**src/rtl/object_slot_allocator_pkg.sv**
```systemverilog
// Shared definitions for the object slot allocator: FSM encodings and the
// default parameter values used by the top level.
package object_slot_allocator_pkg;

  typedef enum logic [1:0] {
    ST_IDLE      = 2'd0,
    ST_LOAD      = 2'd1,
    ST_WAIT_DROP = 2'd2
  } alloc_state_t;

  localparam int DEFAULT_OBJECT_AMOUNT = 5;
  localparam int DEFAULT_ACK_TIMEOUT   = 15;

endpackage

```
**src/rtl/object_slot_allocator_lowest_free_encoder.sv**
```systemverilog
// Priority encoder: returns the lowest set index of a free-slot map, plus a
// flag for the case where no slot is free.
module lowest_free_encoder #(
  parameter int N = 5
) (
  input  logic [N-1:0] free_map,
  output logic [3:0]   free_idx,
  output logic         none_free
);

  always_comb begin
    free_idx = '0;
    for (int i = N - 1; i >= 0; i--) begin
      if (free_map[i]) free_idx = 4'(i);
    end
    none_free = ~|free_map;
  end

endmodule

```
**src/rtl/object_slot_allocator.sv**
```systemverilog
// Hands spawn requests from the object ROM loader to the lowest free object
// slot, waits for that slot's ack, and tracks slot occupancy.
//   state     | meaning
//   IDLE      | waiting for spawn_req; allocate or reject
//   LOAD      | strobing slot_load at active_slot, waiting for ack or timeout
//   WAIT_DROP | request answered; waiting for the loader to drop spawn_req
module object_slot_allocator
  import object_slot_allocator_pkg::*;
#(
  parameter int OBJECT_AMOUNT = DEFAULT_OBJECT_AMOUNT,
  parameter int ACK_TIMEOUT   = DEFAULT_ACK_TIMEOUT
) (
  input  logic                     clk_calculation,
  input  logic                     reset,
  input  logic                     spawn_req,
  input  logic [OBJECT_AMOUNT-1:0] slot_loaded,
  input  logic [OBJECT_AMOUNT-1:0] slot_free,
  output logic [OBJECT_AMOUNT-1:0] slot_load,
  output logic [OBJECT_AMOUNT-1:0] slot_busy,
  output logic [3:0]               active_slot,
  output logic [3:0]               busy_count,
  output logic                     all_busy,
  output logic                     spawn_done,
  output logic                     spawn_reject
);

  alloc_state_t             state, state_n;
  logic [3:0]               active_n;
  logic [7:0]               timer, timer_n;
  logic [OBJECT_AMOUNT-1:0] busy_n;
  logic                     done_n, reject_n;
  logic [OBJECT_AMOUNT-1:0] active_onehot;
  logic [OBJECT_AMOUNT-1:0] set_vec, free_vec;
  logic [3:0]               free_idx;
  logic                     none_free;

  lowest_free_encoder #(.N(OBJECT_AMOUNT)) u_lowest_free (
    .free_map  (~slot_busy),
    .free_idx  (free_idx),
    .none_free (none_free)
  );

  always_comb begin
    busy_count = '0;
    for (int i = 0; i < OBJECT_AMOUNT; i++) begin
      busy_count = busy_count + 4'(slot_busy[i]);
      active_onehot[i] = (active_slot == 4'(i));
    end
    all_busy = &slot_busy;
  end

  always_ff @(posedge clk_calculation or posedge reset) begin
    if (reset) begin
      state        <= ST_IDLE;
      active_slot  <= '0;
      timer        <= '0;
      slot_busy    <= '0;
      spawn_done   <= 1'b0;
      spawn_reject <= 1'b0;
    end else begin
      state        <= state_n;
      active_slot  <= active_n;
      timer        <= timer_n;
      slot_busy    <= busy_n;
      spawn_done   <= done_n;
      spawn_reject <= reject_n;
    end
  end

  always_comb begin
    state_n   = state;
    active_n  = active_slot;
    timer_n   = timer;
    done_n    = 1'b0;
    reject_n  = 1'b0;
    set_vec   = '0;
    free_vec  = slot_free;
    slot_load = '0;

    case (state)
      ST_IDLE: begin
        if (spawn_req) begin
          if (all_busy) begin
            reject_n = 1'b1;
            state_n  = ST_WAIT_DROP;
          end else begin
            active_n = free_idx;
            timer_n  = '0;
            state_n  = ST_LOAD;
          end
        end
      end
      ST_LOAD: begin
        slot_load = active_onehot;
        // A release of the slot being loaded is stale; the new object owns it.
        free_vec  = slot_free & ~active_onehot;
        if (!spawn_req) begin
          state_n = ST_IDLE;
        end else if (|(slot_loaded & active_onehot)) begin
          set_vec = active_onehot;
          done_n  = 1'b1;
          state_n = ST_WAIT_DROP;
        end else if (timer + 8'd1 == 8'(ACK_TIMEOUT)) begin
          reject_n = 1'b1;
          state_n  = ST_WAIT_DROP;
        end else begin
          timer_n = timer + 8'd1;
        end
      end
      ST_WAIT_DROP: begin
        if (!spawn_req) state_n = ST_IDLE;
      end
      default: state_n = ST_IDLE;
    endcase

    busy_n = (slot_busy & ~free_vec) | set_vec;
  end

  logic unused_none_free;
  assign unused_none_free = none_free;

endmodule

```
**config.mk**
```make
export PLATFORM = sky130hd
export DESIGN_NAME = object_slot_allocator
export DESIGN_NICKNAME = d
export VERILOG_FILES = /design/src/rtl/object_slot_allocator_pkg.sv /design/src/rtl/object_slot_allocator_lowest_free_encoder.sv /design/src/rtl/object_slot_allocator.sv
export SDC_FILE = /design/constraint.sdc
export NUM_CORES = 1
export LEC_CHECK = 0
export BUFFER_PORTS_ARGS = -buffer_cell sky130_fd_sc_hd__buf_2
export CORE_MARGIN = 1.5
export CORE_UTILIZATION = 35
export DETAILED_ROUTE_END_ITERATION = 10
export GPL_TIMING_DRIVEN = 0
export SETUP_SLACK_MARGIN = 0.02
export SYNTH_ARGS = -nofsm -noshare
export SYNTH_HDL_FRONTEND = slang
export SYNTH_HIERARCHICAL = 1
export SYNTH_SLANG_ARGS = --single-unit
```
**constraint.sdc**
```tcl
create_clock -name clk_calculation -period 5.7 [get_ports clk_calculation]
set_input_delay 1.14 -clock clk_calculation [delete_from_list [all_inputs] [get_ports clk_calculation]]
set_output_delay 1.14 -clock clk_calculation [all_outputs]
set_load 0.01 [all_outputs]
```
==> flow_summary.yaml, run 1 <==
status:
  status: "finished clean"
place:
  place_congestion: 0.796
  place_area_um2: 1550
  port_buffers: 32
  post-dp-hpwl_um: 2300
finish:
  antenna_cells: 0
  final_nets: 195
  utilization_pct: 43.5
  fill_cells: 359
  post_route_cells_drive_above_1_share_pct: 29.7
  area_delta_synth_final_pct: 20.0
  fin_area_um2: 1590
setup_path:
  path_class: "register to output port"
  r2r_setup_slack_ns: 3.58
  cp_num_buf_inv: 1
  cp_cell_sequence: "fa_1 -> fa_1 -> ha_1 -> buf_2"
  required_ns: 4.56
  timing.rr.start: "timer[0]"
  rr_endpoint: "timer[3]"
  slowest_delay_ns: 0.51
  critPathTopFamily: "adder cells"
  slowest_stage: "fa_1"
  endpoint_kind: "output port"
  rr_worst_depth: 7
  cp-start-kind: "register"
  cp.arrival_ns: 2.01
  crit_top_cell: "fa_1"
  crit_fanout: 5
drt:
  drt_iter0_drc: 35
  route.detailed.drc: 0
  drtPass1Iterations: 4
  avgViaCountPerCell: 5.06
  wl_per_cell_um: 13.1
  antenna_left: 0
  finalWirelength_um: 2930
  vias: 1129
clock_tree:
  cts_buffers: 3
  post-cts-setup-buffers: 0
  cts_tree: "yes"
  cts_max_path_buffers: 2
  clk_latency_ns: 0.26
  ctsResizeCount: 0
  htree_levels: 1
  hold_buffers: 0
  cts_sinks: 21
  clkTransAtPathRegs_ns: 0.08
  clockRootBuffer: "clkbuf_8"
timing:
  finClkSkew_ns: 0.00771
  fmax_ghz: 0.318
  period_share_pct: 55.2
  maxSlewHeadroom_pct: 44.4
  rsz0062_at_grt: "no"
  tightest_slew_ns: 0.834
  hold_viol: 0
  period_needed_ns: 3.15
  slew_viol_final: 0
  setup_violations: 0
  final.setup.tns_ns: 0
global_routing:
  antenna_found_initial: 0
  grt_usage_pct: 15.6
  grt_pass1_wl_um: 5010
  grt_pass1_vias: 1023
  overflow: 0
  grt_max_degree: 22
die:
  coreArea_um2: 3660
  start_util_pct: 36.3
  rows: 22
  dieArea_um2: 4180
  die_w_um: 64.6
  fp.dieH_um: 64.6
  pin_count: 34
flow_run:
  drv_cap: 0
synthesis:
  ys_warn_count: 6
  syn_area_um2: 1330
  avgSynthCellArea_um2: 9.56
  synth_nets: 158
  synthCells: 139
pwr:
  p_leak_nw: 0.788
  ir_drop_mv: 0.144
  power.density_nw_per_um2: 305
min_path:
  holdPathEnd: "state[1]"
  worstHoldStart: "state[0]"
  hold_depth: 1
  holdCritPathClass: "register to register"
## state kept, by name, summed over array words and instances, names as in the netlist
name	cells
timer	8
active_slot	4
state	2
spawn_reject	1
spawn_done	1
slot_busy	5
## layout make-up
type | instances | area, um^2 | share of cell area [%]
Tap cell | 48 | 60.1 | 3.77
Inverter | 17 | 63.8 | 4.00
Sequential cell | 21 | 526 | 33.0
Buffer | 5 | 27.5 | 1.73
Timing Repair Buffer | 32 | 160 | 10.0
Clock buffer | 4 | 45.0 | 2.83
Multi-Input combinational cell | 96 | 712 | 44.7
## layout by cell type, fill, tap and decap left out, types with 3 or more instances in the layout
master / count
a21oi_1: 8
or4_1: 3
dfrtp_1: 21
nand2b_1: 5
o211ai_1: 3
clkbuf_8: 3
nor2_1: 4
inv_1: 17
nand2_1: 10
o22ai_1: 3
nor3_1: 5
or3_1: 3
mux2_2: 5
nand3_1: 7
clkbuf_1: 3
buf_2: 33
ha_1: 4
## per-layer routing
metal  track usage [%]  vias to the layer above  wire [um]
met4              5.59                        0         51
met1              22.4                      529       1460
met5                 0                        -          0
met3              2.60                        4         86
met2              23.7                       31       1330
li1                  -                      565          -
## how the worst max path moves through the flow
stage	startpoint	to	slack, ns	cells after the start
after CTS	slot_busy[0]	busy_count[1]	2.55	4
after global routing	slot_busy[0]	busy_count[1]	2.50	4
after floorplan	slot_busy[0]	busy_count[1]	2.93	3
after global placement	slot_busy[0]	busy_count[1]	2.85	4
after detailed placement	slot_busy[0]	busy_count[1]	2.84	4
final	slot_busy[0]	busy_count[1]	2.55	4
## per-stage QoR
step	setup slack (ns)	power [mW]	std cells	hold slack (ns)
3_5_place_dp	2.84	0.387	219	0.531
4_1_cts	2.55	0.488	223	0.536
5_1_grt	2.50	0.522	223	0.567
6_report	2.55	0.486	223	0.530
3_3_place_gp	2.85	0.380	219	0.516
2_1_floorplan	2.93	0.332	139	0.496
## power by group
part,total [mW],switching [mW],internal (mW)
Clock,0.101,0.0510,0.0499
Sequential,0.211,0.0347,0.176
Combinational,0.174,0.104,0.0701
Note: power is estimated with default switching activity, not from simulation.
==> run 2, diff against run 1 <==
ABC_AREA = 1   (was unset)
clock period = 2.84 ns   (was 5.7 ns; I/O delays follow)
==> run 2 against run 1 <==
Net effect: area after synthesis rose by 9.7%; critical path type unchanged; highest routed layer unchanged; clock power increased by 100%; combinational power rose to 3.0 times the previous value; core utilization shrank 0.38 points; critical path depth stayed put; register-to-register slack got worse by 2.5 ns.
==> flow_summary.yaml, run 2 <==
timing:
  maxSlewHeadroom_pct: 44.6
  rsz0062_at_grt: "no"
  period_needed_ns: 2.62
  final.setup.tns_ns: 0
  finClkSkew_ns: 0.00568
  setup_violations: 0
  hold_viol: 0
  period_share_pct: 92.1
  holdWs_ns: 0.450
  slew_viol_final: 0
  fmax_ghz: 0.382
  fin_ws_ns: 0.223
  tightest_slew_ns: 0.831
clock_tree:
  post-cts-setup-buffers: 0
  cts_buffers: 3
  hold_buffers: 0
  cts_tree: "yes"
  htree_levels: 1
  clk_latency_ns: 0.27
  cts_max_path_buffers: 2
  cts_sinks: 21
  clkTransAtPathRegs_ns: 0.08
  clockRootBuffer: "clkbuf_8"
  ctsResizeCount: 0
finish:
  mostFrequentLayoutCells: "buf_2, nand2_1, inv_1"
  fill_cells: 423
  top_register: "timer"
  final_nets: 245
  post_route_cells_drive_above_1_share_pct: 32.9
  antenna_cells: 0
  largestRegisters: "timer (8), slot_busy (5), active_slot (4)"
  layout_commonest_cell: "buf_2"
  final_cell_count_no_fill: 275
  area_delta_synth_final_pct: 18.5
  largest_reg_flops: 8
synthesis:
  avgSynthCellArea_um2: 7.71
  synthCells: 189
  syn_area_um2: 1460
  synth_nets: 208
  ys_warn_count: 6
setup_path:
  path_class: "register to output port"
  rr_endpoint: "timer[5]"
  endpoint_kind: "output port"
  cp-start-kind: "register"
  timing.rr.start: "timer[0]"
  cp.arrival_ns: 2.05
  r2r_setup_slack_ns: 1.13
  rr_worst_depth: 10
  required_ns: 2.27
  crit_fanout: 5
die:
  fp.dieH_um: 67.5
  dieArea_um2: 4560
  rows: 23
  start_util_pct: 36.4
  coreArea_um2: 4000
  pin_count: 34
  die_w_um: 67.5
pwr:
  ir_drop_mv: 0.249
  p_leak_nw: 0.929
  power.density_nw_per_um2: 667
place:
  placed_cells_incl_taps: 271
  port_buffers: 32
  post-dp-hpwl_um: 2450
  place_ws_ns: 0.508
  place_congestion: 0.808
global_routing:
  grt_usage_pct: 16.4
  grt_pass1_vias: 1224
  overflow: 0
  antenna_found_initial: 0
  grt_max_degree: 22
  grt_pass1_wl_um: 5590
drt:
  wl_per_cell_um: 11.8
  antenna_left: 0
  finalWirelength_um: 3230
  route.detailed.drc: 0
  drtPass1Iterations: 4
  drt_iter0_drc: 83
  avgViaCountPerCell: 4.68
  vias: 1287
min_path:
  holdCritPathClass: "primary input to asynchronous set/reset pin"
status:
  status: "finished clean"
flow_run:
  drv_cap: 0
[run 2: how the worst max path moves through the flow]
stage | start | end | slack [ns] | cells past startpoint
2_1_floorplan | slot_busy[0] | busy_count[1] | 0.64 | 3
3_3_place_gp | slot_busy[0] | busy_count[1] | 0.54 | 4
3_5_place_dp | slot_busy[0] | busy_count[1] | 0.51 | 4
4_1_cts | slot_busy[0] | busy_count[1] | 0.20 | 4
5_1_grt | slot_busy[0] | busy_count[1] | 0.16 | 4
6_report | slot_busy[0] | busy_count[1] | 0.22 | 4
[run 2: layout make-up]
type                    count  area, um^2  area share, %
multi-input cells         137         801           46.4
flip-flops and latches     21         526           30.4
repair buffers             32         160           9.28
inverters                  28         105           6.09
well taps                  50        62.6           3.62
clock buffers               3        41.3           2.39
plain buffers               3        26.3           1.52
clock inverters             1        5.00          0.290
[run 2: report_power, final]
group          leakage, nW  total, mW  internal (mW)  switching, mW
Clock               0.0255      0.204         0.0980          0.106
Sequential           0.281      0.431          0.363         0.0676
Combinational        0.622      0.516          0.172          0.344
[run 2: metrics by stage]
step | area, um^2 | power, mW | util [%]
floorplan | 1460 | 0.804 | -
detailed placement | 1680 | 0.960 | 42.0
global route | 1730 | 1.25 | 43.2
global placement | 1680 | 0.953 | 42.0
CTS | 1730 | 1.17 | 43.2
finish | 1730 | 1.15 | 43.2
[run 2: routing by layer]
| metal | vias to the layer above | GRT usage, % | part of all wire, % |
|---|---|---|---|
| met1 | 596 | 22.5 | 49 |
| met2 | 24 | 26.1 | 47 |
| met5 | - | 0 | 0 |
| met3 | 3 | 2.00 | 3.2 |
| li1 | 664 | - | - |
| met4 | 0 | 6.12 | 0.90 |
[run 2: worst max-delay path, cell delays in order (launching register included)]
cell	delay, ns
dfrtp_1	0.46
fa_1	0.53
fa_1	0.38
ha_1	0.27
buf_2	0.14
